## config.mk

```make
export PLATFORM = sky130hd
export DESIGN_NAME = fetch_decode_stage
export DESIGN_NICKNAME = d
export VERILOG_FILES = /design/src/rtl/fetch_decode_stage_pkg.sv /design/src/rtl/fetch_decode_stage_imm_gen.sv /design/src/rtl/fetch_decode_stage.sv
export SDC_FILE = /design/constraint.sdc
export NUM_CORES = 1
export LEC_CHECK = 0
export ABC_AREA = 1
export CAP_MARGIN = 10
export CORE_MARGIN = 1
export CORE_UTILIZATION = 38
export DETAILED_ROUTE_END_ITERATION = 16
export HOLD_SLACK_MARGIN = 0.06
export PLACE_DENSITY = 0.78
export SLEW_MARGIN = 10
export SYNTH_ARGS = -nofsm -noshare
export SYNTH_HDL_FRONTEND = slang
export SYNTH_SLANG_ARGS = --single-unit
export TNS_END_PERCENT = 5
```

## constraint.sdc

```tcl
create_clock -name clk -period 2.9 [get_ports clk]
set_clock_uncertainty 0.2 [all_clocks]
set_input_delay 0.725 -clock clk [delete_from_list [all_inputs] [get_ports clk]]
set_output_delay 0.725 -clock clk [all_outputs]
set_load 0.01 [all_outputs]
```

## src/rtl/fetch_decode_stage_pkg.sv

```systemverilog
// fetch_decode_stage_pkg: RV32I opcode constants, NOP encoding and immediate-format classification
package fetch_decode_stage_pkg;
    localparam logic [6:0] OPC_LOAD      = 7'b0000011;
    localparam logic [6:0] OPC_STORE     = 7'b0100011;
    localparam logic [6:0] OPC_BRANCH    = 7'b1100011;
    localparam logic [6:0] OPC_JAL       = 7'b1101111;
    localparam logic [6:0] OPC_JALR      = 7'b1100111;
    localparam logic [6:0] OPC_LUI       = 7'b0110111;
    localparam logic [6:0] OPC_AUIPC     = 7'b0010111;
    localparam logic [6:0] OPC_ARI_RTYPE = 7'b0110011;
    localparam logic [6:0] OPC_ARI_ITYPE = 7'b0010011;
    localparam logic [31:0] NOP_INST     = 32'h0000_0013;

    typedef enum logic [2:0] {IMM_I, IMM_S, IMM_B, IMM_U, IMM_J, IMM_NONE} imm_type_e;

    function automatic imm_type_e imm_type(input logic [6:0] opc);
        return (opc == OPC_LOAD || opc == OPC_ARI_ITYPE || opc == OPC_JALR) ? IMM_I :
               opc == OPC_STORE ? IMM_S :
               opc == OPC_BRANCH ? IMM_B :
               (opc == OPC_LUI || opc == OPC_AUIPC) ? IMM_U :
               opc == OPC_JAL ? IMM_J : IMM_NONE;
    endfunction
endpackage

```

## src/rtl/fetch_decode_stage_imm_gen.sv

```systemverilog
// imm_gen: combinational RV32I immediate generator, sign-extended from inst[31]
module imm_gen (
    input  logic [31:0] inst,
    output logic [31:0] imm
);
    import fetch_decode_stage_pkg::*;
    imm_type_e t;
    always_comb begin
        t = imm_type(inst[6:0]);
        imm = t == IMM_I ? {{20{inst[31]}}, inst[31:20]} :
              t == IMM_S ? {{20{inst[31]}}, inst[31:25], inst[11:7]} :
              t == IMM_B ? {{19{inst[31]}}, inst[31], inst[7], inst[30:25], inst[11:8], 1'b0} :
              t == IMM_U ? {inst[31:12], 12'b0} :
              t == IMM_J ? {{11{inst[31]}}, inst[31], inst[19:12], inst[20], inst[30:21], 1'b0} :
              32'b0;
    end
endmodule

```

## src/rtl/fetch_decode_stage.sv

```systemverilog
// fetch_decode_stage: PC/fetch front end with redirect squash, stall skid buffer and decode
module fetch_decode_stage #(
    parameter logic [31:0] RESET_PC = 32'h0000_2000,
    parameter logic [31:0] NOP_INST = fetch_decode_stage_pkg::NOP_INST
) (
    input  logic        clk,
    input  logic        rst_n,
    input  logic        stall,
    input  logic        x_pcsel,
    input  logic [31:0] x_target,
    output logic [31:0] imem_addr,
    output logic        imem_re,
    input  logic [31:0] imem_dout,
    output logic [31:0] d_inst,
    output logic [31:0] d_pc,
    output logic        d_valid,
    output logic [4:0]  d_rs1,
    output logic [4:0]  d_rs2,
    output logic [4:0]  d_rd,
    output logic [31:0] d_imm
);
    import fetch_decode_stage_pkg::*;
    logic [31:0] pc_q, hold_inst_q, next_pc, raw_inst;
    logic        valid_q, hold_q;
    imm_type_e   t;
    always_comb begin
        next_pc = stall ? pc_q : x_pcsel ? x_target : pc_q + 32'd4;
        imem_addr = rst_n ? next_pc : RESET_PC;
        imem_re = 1'b1;
        // during a stall imem output is not trustworthy; the skid copy is
        raw_inst = hold_q ? hold_inst_q : imem_dout;
        d_valid = valid_q & ~x_pcsel & rst_n;
        d_inst = d_valid ? raw_inst : NOP_INST;
        d_pc = pc_q;
        t = imm_type(d_inst[6:0]);
        d_rs1 = (d_valid && t != IMM_U && t != IMM_J) ? d_inst[19:15] : 5'd0;
        d_rs2 = (d_valid && (t == IMM_S || t == IMM_B || t == IMM_NONE)) ? d_inst[24:20] : 5'd0;
        d_rd = (d_valid && t != IMM_S && t != IMM_B) ? d_inst[11:7] : 5'd0;
    end
    imm_gen u_imm (.inst(d_inst), .imm(d_imm));
    always_ff @(posedge clk) begin
        if (!rst_n) begin
            pc_q <= RESET_PC - 32'd4;
            valid_q <= 1'b0;
            hold_q <= 1'b0;
        end else if (stall) begin
            if (!hold_q) begin
                hold_inst_q <= imem_dout;
                hold_q <= 1'b1;
            end
        end else begin
            pc_q <= next_pc;
            valid_q <= 1'b1;
            hold_q <= 1'b0;
        end
    end
endmodule

```

==> run summary, run 1 <==
Outcome: complete, but fails checks
Global-route wire length before repair: 31.1 mm
DIE AREA: 12,800 µm²
DRC viols: 0
DRT iter0 DRCs: 450
Grt ovf: 0
Number of hold buffers added after cts: 0
Final Cycle Share: 1.13
Die Y: 113 µm
Final wirelength: 21.5 mm
Placed instance area: 8260 µm²
Fmax: 305 MHz
Reg-to-reg slack, setup: 810 ps
Register area share after synthesis: 0.350
Hold_sp: hold_inst_q[13]$_DFFE_PP_
Pleak: 4.74 nW
CP startpoint: imem_dout[5]
Synth Area per Inst: 6.46 µm²
# clock sinks: 66
Routability cong.: 0.982
Net count, final: 1,200
Syn_nets: 795
Min-Delay Path Depth: 2
Vias per Instance: 5.21
Worst-path clk slew: 60 ps
Worst EP required: 1980 ps
Distinct cell type count after synthesis: 42
Initial antenna violation count: 0
CTS Buffer Depth: 2
Synthesis Warnings: 0
Largest net degree at the start of global routing: 33
Hold Path Class: reg2reg
GRT Total Usage: 0.310
Post-Syn Area: 4690 µm²
Worst reg2reg endpoint: d_pc[14]$_SDFFE_PN0N_
Core area: 12,000 µm²
Total number of vias: 6,682
FF-to-FF path depth: 10
Setup CP Type: in2out
Post-route ant nets: 0
Synth Register Bits: 66
Critical path fanouts, max: 4
TritonCTS buffer count: 9
CP startpoint kind: primary input
Fin cells: 1,283
RSZ-0062 raised after global routing: true
Initial core utilization: 0.391
Violated checks: setup timing
Ant diodes: 0
Clock root cell: clkbuf_16
Peak VDD IR: 0.000324 V
Final core utilization: 0.764
Power per Cell Area: 356 nW/µm²
Worst Setup Slack, final: -381 ps
Setup Slack @ Placement: -1300 ps
Placed Cells: 1,239
Final Setup Violations: 71
Htree depth: 3
Ports: 213
WHS Endpoint: hold_inst_q[13]$_DFFE_PP_
Sum of negative setup slack: -13,380 ps
Share of layout cells above drive strength 1: 0.423
DR pass1 iterations: 5
CTS tree: done
Post-Syn Instances: 726
Final Cell Area: 9180 µm²
Fillers: 835
Per-cell routed wire length: 16.8 µm
Area Growth Syn to Fin: 95.5%
FP Rows: 40
HPWL Detailed: 14.4 mm
Die W: 113 µm
Crit path time final: 3280 ps
R2R Path Start: d_pc[7]$_SDFFE_PN1N_
Vias in the first global route: 6,432
Final Hold Viols: 0
Setup crit end kind: output pin
Arr. time, crit path: 2360 ps
Input/output buffers: 211
Fin. max-slew vios: 0
Clock Latency Late Sink: 340 ps
Max-Cap Viols: 0
report_power, final:
part	leakage (nW)	internal, mW	switching [mW]
Sequential	0.586	1.04	0.0432
Clock	0.132	0.584	0.449
Combinational	4.02	0.564	0.588
Total	4.74	2.19	1.08
placed cells by master, fill, tap and decap left out, types with 14 or more instances in the layout:
cell type / n
buf_4: 197
nand2_4: 19
inv_1: 79
nor2_2: 24
nand2_2: 21
nor2_1: 53
clkdlybuf4s50_1: 101
edfxtp_1: 32
nand3_1: 30
nand2_1: 218
buf_6: 25
or2_2: 14
dfxtp_1: 22
a21oi_1: 19
buf_2: 44
o21ai_0: 24
cell usage after synthesis:
cell / n / share of area
xnor2_1: 4 / 0.0075
nand3_2: 3 / 0.0064
a31oi_1: 8 / 0.011
o211ai_1: 7 / 0.011
o21ai_0: 39 / 0.042
o21ai_4: 1 / 0.0035
conb_1: 1 / 0.00080
nand2_2: 15 / 0.020
o21a_1: 2 / 0.0032
o21ai_1: 1 / 0.0011
a21oi_1: 27 / 0.029
ha_1: 1 / 0.0027
a21oi_2: 1 / 0.0019
nand2_1: 241 / 0.19
nand2_4: 4 / 0.0096
nand3b_1: 1 / 0.0016
or2_2: 14 / 0.019
nor2_4: 3 / 0.0072
a221oi_1: 1 / 0.0019
a22o_1: 2 / 0.0037
o22ai_1: 1 / 0.0013
buf_2: 7 / 0.0075
inv_1: 92 / 0.074
o31ai_1: 4 / 0.0064
nand4_1: 5 / 0.0067
buf_6: 2 / 0.0048
o221ai_1: 2 / 0.0037
inv_2: 6 / 0.0048
nor3_4: 1 / 0.0035
a21o_1: 1 / 0.0016
nor2_8: 1 / 0.0043
xor2_1: 7 / 0.013
nor2_1: 85 / 0.068
buf_4: 3 / 0.0048
clkbuf_1: 14 / 0.011
o21bai_1: 1 / 0.0016
nor3_1: 15 / 0.016
dfxtp_1: 34 / 0.15
o21ai_2: 1 / 0.0019
nand3_1: 35 / 0.037
nand3_4: 1 / 0.0037
edfxtp_1: 32 / 0.20
worst max-delay path, stage by stage:
cell and delay [ps]:
dlygate4sd2_1 230, nand2_1 70, nand2_2 110, nand2_1 130
inv_2 60, nor2_1 180, nand2_4 90, nand2_4 120
inv_4 50, nand3b_1 220, nand2_2 150, nand3_2 110
buf_6 110
through the flow:
| stage | hold WS (ps) | power (mW) |
|---|---|---|
| after floorplan | 309 | 1.48 |
| after global placement | 303 | 2.06 |
| after detailed placement | 325 | 2.07 |
| after CTS | 354 | 3.13 |
| after global routing | 402 | 3.38 |
| final | 371 | 3.27 |
state kept, by name, indices dropped and copies added (netlist names):
signal / count
hold_inst_q: 32
d_pc: 32
hold_q: 1
valid_q: 1
worst max-delay path by stage:
stage                         end  slack [ps]  depth (start not counted)
global route            d_imm[30]        -430                         13
global placement         d_imm[4]       -1250                         11
finish                  d_imm[30]        -380                         13
CTS                 imem_addr[15]        -460                         10
floorplan                d_rs2[0]         -80                         11
detailed placement       d_imm[4]       -1300                         11
final cells by class:
cell class              count  area (µm²)  share of cell area
repair buffers            419        3520               0.384
multi-input cells         537        3130               0.342
flip-flops and latches     66        1670               0.182
inverters                  98         387              0.0421
clock buffers               9         225              0.0245
well taps                 147         184              0.0200
clock inverters             7        55.1             0.00600
kinds of logic (layout without fill, tap and decap cells):
kind of cell             Yosys count  count (layout)  synth area share
AO/OA/AOI/OAI                     99              99             0.124
XOR/XNOR                          11              11            0.0205
adder cells (fa/ha/maj)            1               1           0.00267
buffers and inverters            124             533             0.107
flip-flops                        66              66             0.350
other                              1               1          0.000799
AND/OR/NAND/NOR                  424             425             0.396
what timing repair did:
item | in CTS | in global routing
pin swaps | 36 | 41
resized for setup | 347 | 168
endpoints found under the setup margin | 112 | 95
buffers inserted | 15 | 12
gates cloned | 1 | 0
endpoints found under the hold margin | 0 | 0
per-layer routing:
metal | global-route usage | vias up | routed length [µm]
met3 | 0.0621 | 88 | 1750
met5 | 0 | - | 0
met4 | 0.165 | 0 | 1100
li1 | - | 3130 | -
met1 | 0.325 | 3081 | 7700
met2 | 0.579 | 383 | 11000
No activity file was read; power rests on OpenSTA's default activity.
==> run 2, diff against run 1 <==
--- a/config.mk
+++ b/config.mk
@@ -11,9 +11,8 @@
 export CORE_UTILIZATION = 38
 export DETAILED_ROUTE_END_ITERATION = 16
 export HOLD_SLACK_MARGIN = 0.06
-export PLACE_DENSITY = 0.78
+export PLACE_DENSITY_LB_ADDON = 0.3
 export SLEW_MARGIN = 10
 export SYNTH_ARGS = -nofsm -noshare
 export SYNTH_HDL_FRONTEND = slang
 export SYNTH_SLANG_ARGS = --single-unit
-export TNS_END_PERCENT = 5
==> run 2 against run 1 <==
Against the previous run: the flow still finishes with violations (setup timing); register-to-register slack lost 770 ps; setup slack lost 140 ps; die area is the same; final cell count grew 2.7%.
==> run summary, run 2 (synthesis results as in run 1) <==
Outcome: complete, but fails checks
Violated checks: setup timing
Setup crit end kind: output pin
DRC viols: 0
Most common cell after layout, fill and taps aside: buf_4
Final wirelength: 30.3 mm
RSZ-0062 raised after global routing: true
Pleak: 5.14 nW
Share of layout cells above drive strength 1: 0.522
DRT iter0 DRCs: 974
Htree depth: 3
Crit path time final: 3420 ps
Ant diodes: 0
Power per Cell Area: 374 nW/µm²
Max-Cap Viols: 0
Post-route ant nets: 0
DIE AREA: 12,800 µm²
Input/output buffers: 211
Final Hold Viols: 0
Vias in the first global route: 6,670
Clock root cell: clkbuf_16
Register share of total power: 0.291
GRT Total Usage: 0.336
Worst-path clk slew: 50 ps
Final Setup Violations: 72
Clock Power Share: 0.350
Fin. max-slew vios: 0
Net count, final: 1,235
Net Sw Frac: 0.338
Placed instance area: 8100 µm²
Grt ovf: 0
Area Growth Syn to Fin: 116%
CP startpoint kind: primary input
Largest net degree at the start of global routing: 27
Per-cell routed wire length: 23.0 µm
Hold Path Class: reg2reg
Ports: 213
Net Sw Power: 1.29 mW
Critical path fanouts, max: 5
Die Y: 113 µm
Peak VDD IR: 0.000336 V
Comb pwr share: 0.359
Worst Setup Slack, final: -521 ps
CTS Buffer Depth: 2
# clock sinks: 66
Worst hold margin: 324 ps
CTS tree: done
Fillers: 567
Fmax: 292 MHz
Most frequent cells in the layout: 186 x buf_4, 183 x nand2_1, 90 x clkdlybuf4s50_1, 68 x inv_1, 59 x buf_2
Core area: 12,000 µm²
Clock Latency Late Sink: 360 ps
Vias per Instance: 5.95
Die W: 113 µm
Initial antenna violation count: 0
Reg area: 1690 µm²
HPWL Detailed: 13.7 mm
Total number of vias: 7,843
DR pass1 iterations: 8
Setup CP Type: in2out
Arr. time, crit path: 2500 ps
FP Rows: 40
Multi-input gate area: 3630 µm²
Final core utilization: 0.845
Initial core utilization: 0.391
Final Cell Area: 10,200 µm²
TritonCTS buffer count: 9
Global-route wire length before repair: 33.4 mm
Final Cycle Share: 1.18
Worst EP required: 1980 ps
Number of hold buffers added after cts: 0
Internal power: 2.51 mW
Routability cong.: 0.907
[run 2: changes by cell type in the layout (fill, tap and decap cells not counted), sizes merged]
cell and change:
buf +41, bufbuf +1, bufinv +3, clkbuf +4, clkdlybuf4s15 -8, clkdlybuf4s50 -11
clkinvlp -1, dlygate4sd2 +9, dlymetal6s2s -3, inv -2, nor2 +1, o21ai +1
[run 2: final timing paths]
path / startpoint / to / slack (ps) / cells after the start
setup / recovery: rst_n / d_imm[13] / -520 / 15
hold / removal: d_pc[0]$_SDFFE_PN0N_ / d_pc[0]$_SDFFE_PN0N_ / 320 / 2
setup reg to reg: d_pc[11]$_SDFFE_PN1N_ / d_pc[14]$_SDFFE_PN0N_ / 40 / 17
hold reg to reg: d_pc[0]$_SDFFE_PN0N_ / d_pc[0]$_SDFFE_PN0N_ / 320 / 2
[run 2: critical path: stages]
cell	delay (ps)
buf_12	90
nand2_8	70
nor2_8	200
nand2_4	120
inv_4	90
nand2_4	80
nor2_4	180
nand2_4	100
nand2_4	120
inv_4	50
nand3b_1	150
buf_4	160
nand2_4	80
nand2_1	100
buf_2	160
[run 2: area by class of cell]
type | count | share of cell area
Multi-Input combinational cell | 539 | 0.358
Clock buffer | 9 | 0.0222
Tap cell | 147 | 0.0181
Timing Repair Buffer | 452 | 0.384
Clock inverter | 7 | 0.0116
Sequential cell | 66 | 0.166
Inverter | 98 | 0.0402
[run 2: routing by layer]
metal | share of wire | vias to the layer above | GRT usage
met2 | 0.47 | 795 | 0.602
met3 | 0.12 | 312 | 0.0787
li1 | - | 3202 | -
met5 | 0 | - | 0
met4 | 0.10 | 0 | 0.188
met1 | 0.31 | 3534 | 0.365
[run 2: repair_timing]
action                     4_1_cts  5_1_grt
pin swaps                       53       92
gates resized for setup        508      283
buffers inserted                48       34
setup endpoints to repair      112       96
gates cloned                     6        1
[run 2: metrics by stage]
stage	setup TNS (ps)	power, mW	worst slack [ps]	instances
after floorplan	-373	1.49	-61.4	726
after global placement	-84040	2.03	-1030	1217
after detailed placement	-87300	2.04	-1110	1217
after CTS	-10640	3.45	-276	1287
after global routing	-20470	3.89	-560	1318
final	-17030	3.80	-521	1318
[run 2: power by group through the flow]
stage	Sequential, mW	Combinational, mW	Clock [mW]
global placement	1.10	0.938	0
CTS	1.08	1.08	1.28
detailed placement	1.10	0.946	0
global route	1.11	1.41	1.36
finish	1.10	1.37	1.33
floorplan	1.11	0.373	0
==> run 3, diff against run 2 <==
--- a/config.mk
+++ b/config.mk
@@ -12,7 +12,7 @@
 export DETAILED_ROUTE_END_ITERATION = 16
 export HOLD_SLACK_MARGIN = 0.06
 export PLACE_DENSITY_LB_ADDON = 0.3
-export SLEW_MARGIN = 10
+export SLEW_MARGIN = 20
 export SYNTH_ARGS = -nofsm -noshare
 export SYNTH_HDL_FRONTEND = slang
 export SYNTH_SLANG_ARGS = --single-unit
==> results of run 3 <==
No change in the layout: final DEF, timing and power equal those of run 2.
